<file path="config.mk">
export PLATFORM = sky130hd
export DESIGN_NAME = fifo_wr_arbiter
export DESIGN_NICKNAME = d
export VERILOG_FILES = /design/src/rtl/fifo_arb_pkg.sv /design/src/rtl/rr_picker.sv /design/src/rtl/fifo_wr_arbiter.sv
export SDC_FILE = /design/constraint.sdc
export NUM_CORES = 1
export LEC_CHECK = 0
export CAP_MARGIN = 20
export CORE_ASPECT_RATIO = 0.6
export CORE_UTILIZATION = 31
export DETAILED_ROUTE_END_ITERATION = 7
export GPL_TIMING_DRIVEN = 0
export PLACE_DENSITY = 0.94
export SLEW_MARGIN = 0
export SYNTH_ARGS = -nofsm -noshare
export SYNTH_HDL_FRONTEND = slang
export SYNTH_SLANG_ARGS = --single-unit
</file>
<file path="constraint.sdc">
create_clock -name clk -period 5.43 [get_ports clk]
set_clock_uncertainty 0.15 [all_clocks]
set_input_delay 1.086 -clock clk [delete_from_list [all_inputs] [get_ports clk]]
set_output_delay 1.086 -clock clk [all_outputs]
set_load 0.02 [all_outputs]
</file>
<file path="src/rtl/fifo_arb_pkg.sv">
// Shared constants for the FIFO write-port arbiter: FSM encodings and default sizing.
package fifo_arb_pkg;

  localparam int unsigned DEF_NUM_REQ    = 4;
  localparam int unsigned DEF_DATA_WIDTH = 32;
  localparam int unsigned DEF_MAX_BURST  = 16;

  localparam logic [0:0] ST_IDLE  = 1'b0;
  localparam logic [0:0] ST_BURST = 1'b1;

  // Index width with a floor of one bit, so single-entry configurations still elaborate.
  function automatic int unsigned clog2_min1(input int unsigned n);
    return (n <= 32'd2) ? 32'd1 : $clog2(n);
  endfunction

endpackage

</file>
<file path="src/rtl/rr_picker.sv">
// Combinational round-robin picker: first set bit of req scanning upward from base+1, wrapping.
module rr_picker #(
  parameter int unsigned NUM_REQ = 4,
  parameter int unsigned ID_W    = 2
) (
  input  logic [NUM_REQ-1:0] req,
  input  logic [ID_W-1:0]    base,
  output logic               found,
  output logic [ID_W-1:0]    idx
);

  always_comb begin
    found = 1'b0;
    idx   = '0;
    for (int unsigned i = 1; i <= NUM_REQ; i++) begin
      for (int unsigned j = 0; j < NUM_REQ; j++) begin
        if (!found && req[j] && (j == ((32'(base) + i) % NUM_REQ))) begin
          found = 1'b1;
          idx   = ID_W'(j);
        end
      end
    end
  end

endmodule

</file>
<file path="src/rtl/fifo_wr_arbiter.sv">
// Round-robin arbiter locking one FIFO write port to a single producer per burst.
module fifo_wr_arbiter
  import fifo_arb_pkg::*;
#(
  parameter int unsigned NUM_REQ    = DEF_NUM_REQ,
  parameter int unsigned DATA_WIDTH = DEF_DATA_WIDTH,
  parameter int unsigned MAX_BURST  = DEF_MAX_BURST,
  parameter int unsigned ID_W       = clog2_min1(NUM_REQ),
  parameter int unsigned CNT_W      = clog2_min1(MAX_BURST)
) (
  input  logic                           clk,
  input  logic                           rst_n,
  input  logic [NUM_REQ-1:0]             req_valid_i,
  input  logic [NUM_REQ*DATA_WIDTH-1:0]  req_data_i,
  input  logic [NUM_REQ-1:0]             req_last_i,
  output logic [NUM_REQ-1:0]             req_ready_o,
  input  logic                           fifo_full_i,
  output logic                           fifo_wr_en_o,
  output logic [DATA_WIDTH-1:0]          fifo_wr_data_o,
  output logic                           busy_o,
  output logic [ID_W-1:0]                grant_id_o
);

  localparam logic [CNT_W-1:0] LAST_CNT = CNT_W'(MAX_BURST - 1);

  logic [0:0]            state_q, state_d;
  logic [ID_W-1:0]       grant_q, grant_d;
  logic [ID_W-1:0]       last_grant_q, last_grant_d;
  logic [CNT_W-1:0]      beat_cnt_q, beat_cnt_d;

  logic                  pick_found;
  logic [ID_W-1:0]       pick_idx;
  logic                  in_burst;
  logic                  gnt_valid;
  logic                  gnt_last;
  logic [DATA_WIDTH-1:0] gnt_data;
  logic                  accept;

  rr_picker #(
    .NUM_REQ (NUM_REQ),
    .ID_W    (ID_W)
  ) u_picker (
    .req   (req_valid_i),
    .base  (last_grant_q),
    .found (pick_found),
    .idx   (pick_idx)
  );

  // Route the granted producer's lanes.
  always_comb begin
    gnt_valid = 1'b0;
    gnt_last  = 1'b0;
    gnt_data  = '0;
    for (int unsigned k = 0; k < NUM_REQ; k++) begin
      if (grant_q == ID_W'(k)) begin
        gnt_valid = req_valid_i[k];
        gnt_last  = req_last_i[k];
        gnt_data  = req_data_i[k*DATA_WIDTH +: DATA_WIDTH];
      end
    end
  end

  assign in_burst = (state_q == ST_BURST);
  // Ready depends only on state and full, never on valid.
  assign accept   = in_burst & gnt_valid & ~fifo_full_i;

  always_comb begin
    req_ready_o = '0;
    for (int unsigned k = 0; k < NUM_REQ; k++) begin
      req_ready_o[k] = in_burst && (grant_q == ID_W'(k)) && !fifo_full_i;
    end
  end

  assign fifo_wr_en_o   = accept;
  assign fifo_wr_data_o = in_burst ? gnt_data : '0;
  assign busy_o         = in_burst;
  assign grant_id_o     = grant_q;

  always_comb begin
    state_d      = state_q;
    grant_d      = grant_q;
    last_grant_d = last_grant_q;
    beat_cnt_d   = beat_cnt_q;
    case (state_q)
      ST_IDLE: begin
        if (pick_found) begin
          grant_d    = pick_idx;
          beat_cnt_d = '0;
          state_d    = ST_BURST;
        end
      end
      ST_BURST: begin
        if (accept) begin
          beat_cnt_d = beat_cnt_q + CNT_W'(1);
          // A capped burst hands priority onward so waiting producers go first.
          if (gnt_last || (beat_cnt_q == LAST_CNT)) begin
            last_grant_d = grant_q;
            state_d      = ST_IDLE;
          end
        end
      end
      default: state_d = ST_IDLE;
    endcase
  end

  always_ff @(posedge clk or negedge rst_n) begin
    if (!rst_n) begin
      state_q      <= ST_IDLE;
      grant_q      <= '0;
      last_grant_q <= ID_W'(NUM_REQ - 1);
      beat_cnt_q   <= '0;
    end else begin
      state_q      <= state_d;
      grant_q      <= grant_d;
      last_grant_q <= last_grant_d;
      beat_cnt_q   <= beat_cnt_d;
    end
  end

endmodule

</file>
Word level (Yosys, flattened, before mapping)
Cells that the tools add are included.
{"block": "classes", "mux": 51, "eq_ne": 18, "reduce_logical": 64, "bitwise": 4, "n_addsub": 5}
{"operator": "$mux 32", "count": 5}
{"operator": "$logic_not 32->1", "count": 4}
{"operator": "$logic_and 1x1->1", "count": 39}
{"operator": "$mux 1", "count": 28}
{"operator": "$mux 2", "count": 14}
{"operator": "$eq 2x2->1 const A", "count": 8}
{"operator": "$logic_not 1->1", "count": 16}
{"operator": "$eq 1x2->1 const A", "count": 4}
{"operator": "$mux 4", "count": 2}
{"operator": "$pmux 4 s2", "count": 1}
{"operator": "$add 2x1->2 const B", "count": 2}
{"operator": "$add 2x2->2 const B", "count": 2}
{"operator": "$add 4x1->4 const B", "count": 1}
{"operator": "$eq 2x2->1 const B", "count": 2}
{"operator": "$eq 4x4->1 const B", "count": 1}
{"operator": "$ne 2x2->1 const B", "count": 2}
{"operator": "$reduce_and 2->1", "count": 2}
{"operator": "$reduce_and 3->1", "count": 1}
{"operator": "$and 1x1->1", "count": 2}
{"operator": "$eq 2x1->1 const B", "count": 1}
{"operator": "$logic_not 2->1", "count": 1}
{"operator": "$not 1->1", "count": 2}
{"operator": "$pmux 1 s2", "count": 1}
{"operator": "$logic_or 1x1->1", "count": 1}
{"block": "totals", "input_bits": 139, "output_inout_bits": 40, "regBits": 9}

Logic depth before layout (Yosys ltp)
Gate-level depths: netlist of the first run.
{"block": "logic_depth", "word_depth": 66, "ltp_mapped": 7}

By module
Synthesis of the first run repeated with hierarchy kept, for this count alone.
{"block": "unflattened", "cells_unflattened": 131, "area_unflattened_um2": 1579.0}
{"module": "fifo_wr_arbiter", "n_inst": 1, "seq_area_each_um2": 227.7, "area_each_um2": 1500.2, "cells_each": 117}
{"module": "rr_picker", "n_inst": 1, "seq_area_each_um2": 0.0, "area_each_um2": 78.8, "cells_each": 14}

Worst setup path before layout of the first run
No wires, ideal clock.
{"block": "synth_path", "kind": "input to output", "start": "in req_data_i[42]", "end": "out fifo_wr_data_o[10]", "t_required_ns": 4.194, "arrival_ns": 1.776, "path_stages": 2, "n_path_buf": 0, "slack_ns": 2.418, "path_cell_list": "mux4_1 and2_1"}
{"block": "synth_via", "elab_chain_cells": 4}
{"element": "start, declared", "line_no": "fifo_wr_arbiter.sv:14", "text": "input logic [NUM_REQ*DATA_WIDTH-1:0] req_data_i,"}
{"element": "$mux 32 (3 in series)", "line_no": "fifo_wr_arbiter.sv:55", "text": "if (grant_q == ID_W'(k)) begin"}
{"element": "$mux 32", "line_no": "fifo_wr_arbiter.sv:75", "text": "assign fifo_wr_data_o = in_burst ? gnt_data : '0;"}
{"element": "end, declared", "line_no": "fifo_wr_arbiter.sv:19", "text": "output logic [DATA_WIDTH-1:0] fifo_wr_data_o,"}
No other way between the ends.

Worst setup path after layout of the first run
{"block": "layout_path", "start": "in req_valid_i[3]", "end": "out fifo_wr_en_o"}
{"block": "layout_via", "elab_chain_cells": 3}
{"element": "start, declared", "line_no": "fifo_wr_arbiter.sv:13", "text": "input logic [NUM_REQ-1:0] req_valid_i,"}
{"element": "$mux 1", "line_no": "fifo_wr_arbiter.sv:55"}
{"element": "$and 1x1->1 (2 in series)", "line_no": "fifo_wr_arbiter.sv:65", "text": "assign accept = in_burst & gnt_valid & ~fifo_full_i;"}
{"element": "end, declared", "line_no": "fifo_wr_arbiter.sv:18", "text": "output logic fifo_wr_en_o,"}
No other way between the ends.

==> out/qor.txt, run 1 <==
Drc violations: 0
Fin crit period: 4.06 ns
CP most frequent cell: clkdlybuf4s50_1
Net Sw Power: 598 uW
Slowest CP cell: mux4_2
Most common cell after layout, fill and taps aside: clkdlybuf4s50_1
Multiplexer share of the synthesized area: 51.0%
Final setup vio count: 0
Sequential-to-total area share from yosys stat: 13.7%
Crit-path cells: clkdlybuf4s50_1 > mux4_2 > nand2_4 > inv_4 > clkdlybuf4s50_1
Num CTS Buffers: 3
Yosys reg bits: 9
Status: finished clean
Largest net degree at the start of global routing: 11
Post CTS Setup Buffer Count: 0
Via-to-Cell Ratio: 5.13
Number of buffers and inverters on the critical path: 3
Post-synthesis adder-cell area fraction: 0.752%
Setup Crit Path Kind: input pin to primary output
Placed Area: 3530 um2
Critical Path Start Type: input pin
Routability cong.: 0.824
Final wirelength: 6340 um
GRT Residual Overflow: 0
CTS Sinks: 9
Tcrit/Tclk final: 74.8%
Clock power frac: 5.3%
Cts hold-fix bufs: 0
Total power: 1.47 mW
Largest family of logic cells by synthesized area: multiplexers
Routed length per placed instance: 16.6 um
Most frequent cells in the layout: 178 x clkdlybuf4s50_1, 32 x and2_1, 20 x mux4_2, 14 x mux4_1
Fin. max-slew vios: 0
Post-cts resize count: 0
Layout cells sized above 1: 13.0%
Cells after Synth: 134
Initial cell density of the core: 32.6%
Rows: 20
Max-Cap Viols: 0
Clock tree from TritonCTS: done
Mapped Area: 1660 um2
Final Hold Viols: 0
RSZ-0062 raised after global routing: no
Skew-Pair Late Insertion Delay: 0.24 ns
Io pins: 179
Worst-path fanout max: 6
Clock root buffer: clkbuf_8
NumNets Final: 457
P&R area growth vs syn: 115%
Slew margin rel.: 62.8%
Setup TNS: 0 ns
Die W: 96.6 um
# fillers: 372
Detailed Route Iter0 Violations: 24
ANT cells: 0
Syn. warnings: 0
Hold Crit Class: register to register
Crit path required time: 4.19 ns
Max Fclk: 0.246 GHz
Routed via count: 1959
Total GRT Usage: 21.9%
H-tree Lvls: 1
Worst Setup End Kind: primary output
Dpl hpwl: 5420 um
Sequential share of power: 8.7%
Post-synthesis compound-gate area fraction: 5.49%
Final core utilization: 70.0%
Actual slew at the worst max-slew pin: 0.552 ns
Synthesized area per cell: 12.4 um2
Netlist cell types: 34
Vias in the first global route: 1961
Post-synth EDFFs: 0
Die span in y: 58.8 um
First-pass GRT wire length: 9310 um
Internal: 875 uW
Fraction of registers with async set/reset: 100%
Sw Share: 40.6%
Post-Synth XOR/XNOR Area: 1.05%
Post-synth top flop: dfrtp_1
Clock buffer depth: 2
Data arrival, critical path: 2.83 ns
Port Buf Inserts: 178
Crit path max-delay family: buffers and inverters
Clock slew at reported path FFs: 0.05 ns
Post-route cell area: 3570 um2
Initial antenna violation count: 0
Post-Synth Simple-Gate Area: 20.0%
LEAKAGE: 1.38 nW
Die ar.: 5670 um2
Post-Syn Nets: 274
Worst IR Drop VDD: 0.221 mV
Worst hold slack: 0.382 ns
Largest stage delay on the critical path: 0.54 ns
Pwr per Cell Area: 412 nW/um2
Logic pwr share: 86.0%
Routed Antenna Nets: 0
First-pass detailed-route iteration total: 4
Core box area: 5100 um2
power by group through the flow:
stage               clock [mW]  combinational [mW]  sequential (mW)
finish                  0.0785                1.27            0.128
global route            0.0823                1.36            0.133
CTS                     0.0785                1.28            0.127
detailed placement           0                1.27            0.128
global placement             0                1.25            0.126
floorplan                    0               0.762            0.131
path summary, 6_finish.rpt:
| path | slack (ns) | depth (start not counted) | start | endpoint |
|---|---|---|---|---|
| min in group asynchronous | 0.99 | 1 | rst_n | beat_cnt_q[0] |
| min | 0.38 | 1 | beat_cnt_q[0] | beat_cnt_q[0] |
| min reg2reg | 0.38 | 1 | beat_cnt_q[0] | beat_cnt_q[0] |
| max reg2reg | 3.62 | 6 | grant_id_o[0] | last_grant_q[1] |
| max | 1.37 | 5 | req_valid_i[3] | fifo_wr_en_o |
| max in group asynchronous | 3.82 | 1 | rst_n | last_grant_q[0] |
Yosys cell counts (all sizes together) (2+ instances only):
cell type / count / area [um2]
nor2: 5 / 18.8
nor4: 2 / 12.5
and3: 2 / 12.5
buf: 10 / 98.8
o21a: 2 / 15.0
mux2: 2 / 30.0
xor2: 2 / 17.5
dfrtp: 7 / 175
nand2: 8 / 37.5
and2: 32 / 200
mux4: 34 / 818
inv: 3 / 13.8
o21ai: 8 / 51.3
nand3: 2 / 10.0
dfstp: 2 / 52.6
nor2b: 2 / 12.5
dlygate4sd1: 2 / 17.5
kinds of logic after synthesis:
kind of cell / count (synthesis)
mux: 36
simple gates: 57
xor+xnor: 2
compound gates: 13
buf+inv: 16
flops: 9
fa+ha+maj: 1
through the flow:
step | cells | setup WS, ns
2_1_floorplan | 134 | 2.42
3_3_place_gp | 378 | 1.39
3_5_place_dp | 378 | 1.38
4_1_cts | 382 | 1.38
5_1_grt | 382 | 1.33
6_report | 382 | 1.37
metal layers:
metal	vias up	part of all wire [%]	wire length [um]	GRT usage (%)
met3	15	7.5	474	3.75
met1	954	37	2360	26.0
met2	90	53	3370	41.1
met5	-	0	0	0
met4	0	2.0	127	5.67
li1	900	-	-	-
layout make-up:
type	count	area [um2]	area share, %
repair buffers	178	1780	49.9
multi-input cells	109	1300	36.4
flip-flops and latches	9	228	6.37
plain buffers	13	120	3.36
well taps	66	82.6	2.31
clock buffers	4	45.0	1.26
inverters	3	13.8	0.385
registers in the layout, summed over array words and instances, names as in the netlist:
name / cells
beat_cnt_q: 4
busy_o: 1
grant_id_o: 2
last_grant_q: 2
Power figures use the tool's default switching activity.
==> run 2, diff against run 1 <==
--- a/config.mk
+++ b/config.mk
@@ -7,10 +7,10 @@
 export LEC_CHECK = 0
 export CAP_MARGIN = 20
 export CORE_ASPECT_RATIO = 0.6
-export CORE_UTILIZATION = 31
+export CORE_UTILIZATION = 26
 export DETAILED_ROUTE_END_ITERATION = 7
 export GPL_TIMING_DRIVEN = 0
-export PLACE_DENSITY = 0.94
+export PLACE_DENSITY = 0.85
 export SLEW_MARGIN = 0
 export SYNTH_ARGS = -nofsm -noshare
 export SYNTH_HDL_FRONTEND = slang
==> constraint.sdc (replaced) <==
create_clock -name clk -period 3.5 [get_ports clk]
set_clock_uncertainty 0.15 [all_clocks]
set_input_delay 0.7 -clock clk [delete_from_list [all_inputs] [get_ports clk]]
set_output_delay 0.7 -clock clk [all_outputs]
set_load 0.02 [all_outputs]
==> run 2 against run 1 <==
- wire length fell by 0.69%
- clock power up 48%
- first-iteration DRC count increased by 79%
- die area increased by 19%
- global-route usage is 3.7 points lower
- critical path type unchanged
- power up 55%
- critical path depth stayed put
- sequential power rose by 57%
- design area up 0.63%
- highest routed layer unchanged
==> out/qor.txt, run 2 (synthesis gave the netlist of run 1 again) <==
Status: finished clean
P&R area growth vs syn: 116%
Routed length per placed instance: 15.7 um (-5.2%)
Hold Crit Class: register to register
NumNets Final: 457 (unchanged)
Crit path required time: 2.65 ns (-1.54 ns)
Skew-Pair Late Insertion Delay: 0.23 ns (about the same)
Critical Path Start Type: input pin
ANT cells: 0 (unchanged)
Non-Filler Instances: 400 (+4.7%)
Data arrival, critical path: 2.44 ns (-0.39 ns)
Final wirelength: 6300 um (-0.69%)
Cts hold-fix bufs: 0 (unchanged)
Worst Setup End Kind: primary output
Post-cts resize count: 0 (unchanged)
Die ar.: 6730 um2 (+19%)
Num CTS Buffers: 3 (unchanged)
Routed via count: 1890 (-3.5%)
Post CTS Setup Buffer Count: 0 (unchanged)
Total power: 2.28 mW (+55%)
R2R setup slack: 1.67 ns (-1.95 ns)
First-pass detailed-route iteration total: 4 (unchanged)
Clock tree from TritonCTS: done
CTS Sinks: 9 (unchanged)
Placed Instances: 396 (+4.8%)
Routability cong.: 0.776 (-5.8%)
# fillers: 533 (+43%)
Port Buf Inserts: 178 (unchanged)
Most common cell after layout, fill and taps aside: clkdlybuf4s50_1
Core box area: 6140 um2 (+20%)
Total GRT Usage: 18.2% (-3.7 points)
RSZ-0062 raised after global routing: no
Worst IR Drop VDD: 0.315 mV (+43%)
Final setup vio count: 0 (unchanged)
Die W: 105 um (+9.0%)
Worst-path fanout max: 6 (unchanged)
Drc violations: 0 (unchanged)
Fin crit period: 3.29 ns
Dpl hpwl: 5540 um (+2.2%)
Most frequent cells in the layout: 178 x clkdlybuf4s50_1, 32 x and2_1, 20 x mux4_2, 14 x mux4_1
Clock slew at reported path FFs: 0.04 ns (about the same)
Final Hold Viols: 0 (unchanged)
Clock root buffer: clkbuf_8
Largest net degree at the start of global routing: 11 (unchanged)
GRT Residual Overflow: 0 (unchanged)
Max Fclk: 0.304 GHz
Layout cells sized above 1: 13.0% (unchanged)
Initial cell density of the core: 27.1% (-5.5 points)
LEAKAGE: 1.38 nW (unchanged)
Largest register FFs: 4 (unchanged)
First-pass GRT wire length: 9590 um (+3.0%)
Routed Antenna Nets: 0 (unchanged)
Clock buffer depth: 2 (unchanged)
Rows: 22 (+10%)
Vias in the first global route: 2033 (+3.7%)
Largest Register: beat_cnt_q
Actual slew at the worst max-slew pin: 0.525 ns (-0.0275 ns)
Detailed Route Iter0 Violations: 43 (+79%)
Setup Crit Path Kind: input pin to primary output
Io pins: 179 (unchanged)
Tcrit/Tclk final: 93.9%
Fin. max-slew vios: 0 (unchanged)
H-tree Lvls: 1 (unchanged)
Initial antenna violation count: 0 (unchanged)
Pwr per Cell Area: 635 nW/um2 (+54%)
Max-Cap Viols: 0 (unchanged)
Slew margin rel.: 64.7% (+1.9 points)
Setup TNS: 0 ns (unchanged)
Via-to-Cell Ratio: 4.73 (-7.9%)
Die span in y: 64.0 um (+8.9%)
-- run 2: area by class of cell --
type,instances,area (um2),share of cell area (%)
Tap cell,84,105,2.92
Multi-Input combinational cell,109,1300,36.2
Clock buffer,4,45.0,1.25
Timing Repair Buffer,178,1780,49.5
Sequential cell,9,228,6.33
Inverter,3,13.8,0.383
Buffer,13,120,3.34
-- run 2: final timing paths --
| path | cells after the start | start | end |
|---|---|---|---|
| worst max register to register | 6 | grant_id_o[0] | last_grant_q[0] |
| min in group asynchronous | 1 | rst_n | busy_o |
| worst min register to register | 1 | beat_cnt_q[0] | beat_cnt_q[0] |
| max in group asynchronous | 1 | rst_n | last_grant_q[0] |
| worst max-delay path | 5 | req_valid_i[3] | fifo_wr_en_o |
| worst min-delay path | 1 | beat_cnt_q[0] | beat_cnt_q[0] |
-- run 2: critical path: stages --
cell	delay [ns]
clkdlybuf4s50_1	0.49
mux4_2	0.55
nand2_4	0.12
inv_4	0.05
clkdlybuf4s50_1	0.53
-- run 2: through the flow --
step                      utilization (%)  cell area (um2)  setup WS, ns  hold WS (ns)
after floorplan                         -             1660          1.01         0.254
after global placement               57.8             3550         0.228         0.366
after detailed placement             57.8             3550         0.213         0.373
after CTS                            58.6             3600         0.209         0.383
after global routing                 58.6             3600         0.169         0.414
final                                58.6             3600         0.214         0.371
-- run 2: report_power, final --
part           total [mW]  switching [mW]  internal (mW)
logic                1.97           0.841           1.12
clock network       0.116          0.0369         0.0790
registers           0.201          0.0475          0.153
total                2.28           0.926           1.36
-- run 2: routing by layer --
metal / global-route usage, % / share of wire, %
met5: 0 / 0
met4: 3.17 / 0.52
met3: 3.88 / 8.9
met2: 34.5 / 52
met1: 21.4 / 39
==> run 3, diff against run 2 <==
--- a/config.mk
+++ b/config.mk
@@ -7,10 +7,9 @@
 export LEC_CHECK = 0
 export CAP_MARGIN = 20
 export CORE_ASPECT_RATIO = 0.6
-export CORE_UTILIZATION = 26
+export CORE_UTILIZATION = 29
 export DETAILED_ROUTE_END_ITERATION = 7
-export GPL_TIMING_DRIVEN = 0
-export PLACE_DENSITY = 0.85
+export PLACE_DENSITY = 0.9
 export SLEW_MARGIN = 0
 export SYNTH_ARGS = -nofsm -noshare
 export SYNTH_HDL_FRONTEND = slang
==> constraint.sdc (replaced) <==
create_clock -name clk -period 3.13 [get_ports clk]
set_clock_uncertainty 0.15 [all_clocks]
set_input_delay 0.626 -clock clk [delete_from_list [all_inputs] [get_ports clk]]
set_output_delay 0.626 -clock clk [all_outputs]
set_load 0.02 [all_outputs]
==> run 3 against run 2 <==
- wire length is essentially flat
- flip-flop and latch count unchanged
- hold slack gained 0.015 ns
- global-route usage increased by 1.8 points
- via count is 2.3% lower
- final cell count fell by 2.8%
- sequential share of layout area grew 0.097 points
- clock power increased by 14%
- critical path type unchanged
- largest power group unchanged
==> out/qor.txt, run 3 (synthesis gave the netlist of run 1 again) <==
Post-cts resize count: 0 (unchanged)
Multi-input logic area: 1300 um2 (unchanged)
Skew-Pair Late Insertion Delay: 0.23 ns (about the same)
Initial cell density of the core: 31.5% (+4.4 points)
Final setup vio count: 0 (unchanged)
First-pass GRT wire length: 9180 um (-4.3%)
Clock slew at reported path FFs: 0.05 ns (about the same)
Core box area: 5280 um2 (-14%)
Actual slew at the worst max-slew pin: 0.624 ns (+0.0997 ns)
Tcrit/Tclk final: 97.6%
Setup TNS: 0 ns (unchanged)
Placed Area: 3520 um2 (-0.99%)
# fillers: 408 (-23%)
Fin. max-slew vios: 0 (unchanged)
Final Hold Viols: 0 (unchanged)
Initial antenna violation count: 0 (unchanged)
Most frequent cells in the layout: 178 x clkdlybuf4s50_1, 32 x and2_1, 20 x mux4_2, 14 x mux4_1
NumNets Final: 453 (-0.88%)
Fin crit period: 3.06 ns
Most common cell after layout, fill and taps aside: clkdlybuf4s50_1
Io pins: 179 (unchanged)
Die span in y: 60.7 um (-5.2%)
Sequential cell area: 229 um2 (+0.55%)
Placed Instances: 385 (-2.8%)
Total GRT Usage: 20.0% (+1.8 points)
Non-Filler Instances: 389 (-2.8%)
Status: finished clean
Rows: 20 (-9.1%)
Routed Antenna Nets: 0 (unchanged)
Hold Crit Depth: 2 (+1)
Num CTS Buffers: 3 (unchanged)
CTS Sinks: 9 (unchanged)
R2R setup slack: 1.16 ns (-0.51 ns)
Clock tree from TritonCTS: done
R2R depth: 4 (-2)
Routability cong.: 0.766 (-1.3%)
RSZ-0062 raised after global routing: no
GRT Residual Overflow: 0 (unchanged)
Pwr per Cell Area: 701 nW/um2 (+10%)
Die ar.: 6060 um2 (-10%)
Setup Crit Path Kind: input pin to primary output
Post CTS Setup Buffer Count: 0 (unchanged)
Clock buffer depth: 2 (unchanged)
Max-Cap Viols: 0 (unchanged)
Final core utilization: 67.4% (+8.9 points)
Detailed Route Iter0 Violations: 41 (-4.7%)
Clock root buffer: clkbuf_8
Final wirelength: 6300 um (about the same)
Critical Path Start Type: input pin
Post-route cell area: 3560 um2 (-0.97%)
Hold Crit Class: register to register
Vias in the first global route: 1819 (-11%)
Worst-path fanout max: 5 (-1)
Routed length per placed instance: 16.2 um (+2.9%)
Final WS setup: 0.0739 ns (-0.140 ns)
P&R area growth vs syn: 114%
Pre-CTS setup slack: 0.0596 ns (-0.153 ns)
Crit path required time: 2.35 ns (-0.30 ns)
Data arrival, critical path: 2.28 ns (-0.16 ns)
Via-to-Cell Ratio: 4.75 (+0.49%)
CP endpoint: fifo_wr_en_o
Worst IR Drop VDD: 0.373 mV (+18%)
Die W: 99.8 um (-5.2%)
LEAKAGE: 1.37 nW (-1.0%)
Dpl hpwl: 5340 um (-3.7%)
Largest net degree at the start of global routing: 27 (+16)
CP Launch Point: req_valid_i[2]
Layout cells sized above 1: 13.1% (+0.17 points)
H-tree Lvls: 1 (unchanged)
Cts hold-fix bufs: 0 (unchanged)
Largest register FFs: 4 (unchanged)
Max Fclk: 0.327 GHz
ANT cells: 0 (unchanged)
Slew margin rel.: 58.0% (-6.7 points)
Reg-to-reg startpoint: grant_id_o[0]
First-pass detailed-route iteration total: 4 (unchanged)
Largest Register: beat_cnt_q
Port Buf Inserts: 178 (unchanged)
Worst Setup End Kind: primary output
Drc violations: 0 (unchanged)
Routed via count: 1847 (-2.3%)
R2R Path End: last_grant_q[1]
run 3: through the flow:
stage                     hold WS [ns]  total power, mW
after floorplan                  0.180             1.55
after global placement           0.367             2.36
after detailed placement         0.386             2.39
after CTS                        0.396             2.53
after global routing             0.441             2.66
final                            0.386             2.50
run 3: worst min path at each step:
stage                  startpoint            end  slack, ns
floorplan                   rst_n  beat_cnt_q[0]       0.18
global placement    beat_cnt_q[0]  beat_cnt_q[0]       0.37
detailed placement  beat_cnt_q[1]  beat_cnt_q[1]       0.39
CTS                 beat_cnt_q[1]  beat_cnt_q[1]       0.40
global route        beat_cnt_q[1]  beat_cnt_q[1]       0.44
finish              beat_cnt_q[1]  beat_cnt_q[1]       0.39
run 3: metal layers:
metal | track usage, % | vias to the layer above | wire [um]
met2 | 39.7 | 86 | 3350
li1 | - | 893 | -
met1 | 24.0 | 866 | 2530
met5 | 0 | - | 0
met3 | 3.23 | 2 | 401
met4 | 2.52 | 0 | 14
run 3: critical path, stage by stage:
cell and delay (ns):
clkdlybuf4s50_1 0.45, mux4_2 0.50, nand2_4 0.11, inv_4 0.05
clkdlybuf4s50_1 0.54
run 3: final cells by class:
type                       count  area share, %
inverter                       3          0.387
multi-input combinational    109           36.6
sequential                     9           6.43
tap                           77           2.71
timing repair buffer         187           52.6
clock buffer                   4           1.26
run 3: where the power goes:
group / leakage, nW / internal (mW) / switching [mW]
sequential: 0.106 / 0.173 / 0.0563
clock: 0.0228 / 0.0886 / 0.0437
combinational: 1.24 / 1.22 / 0.913
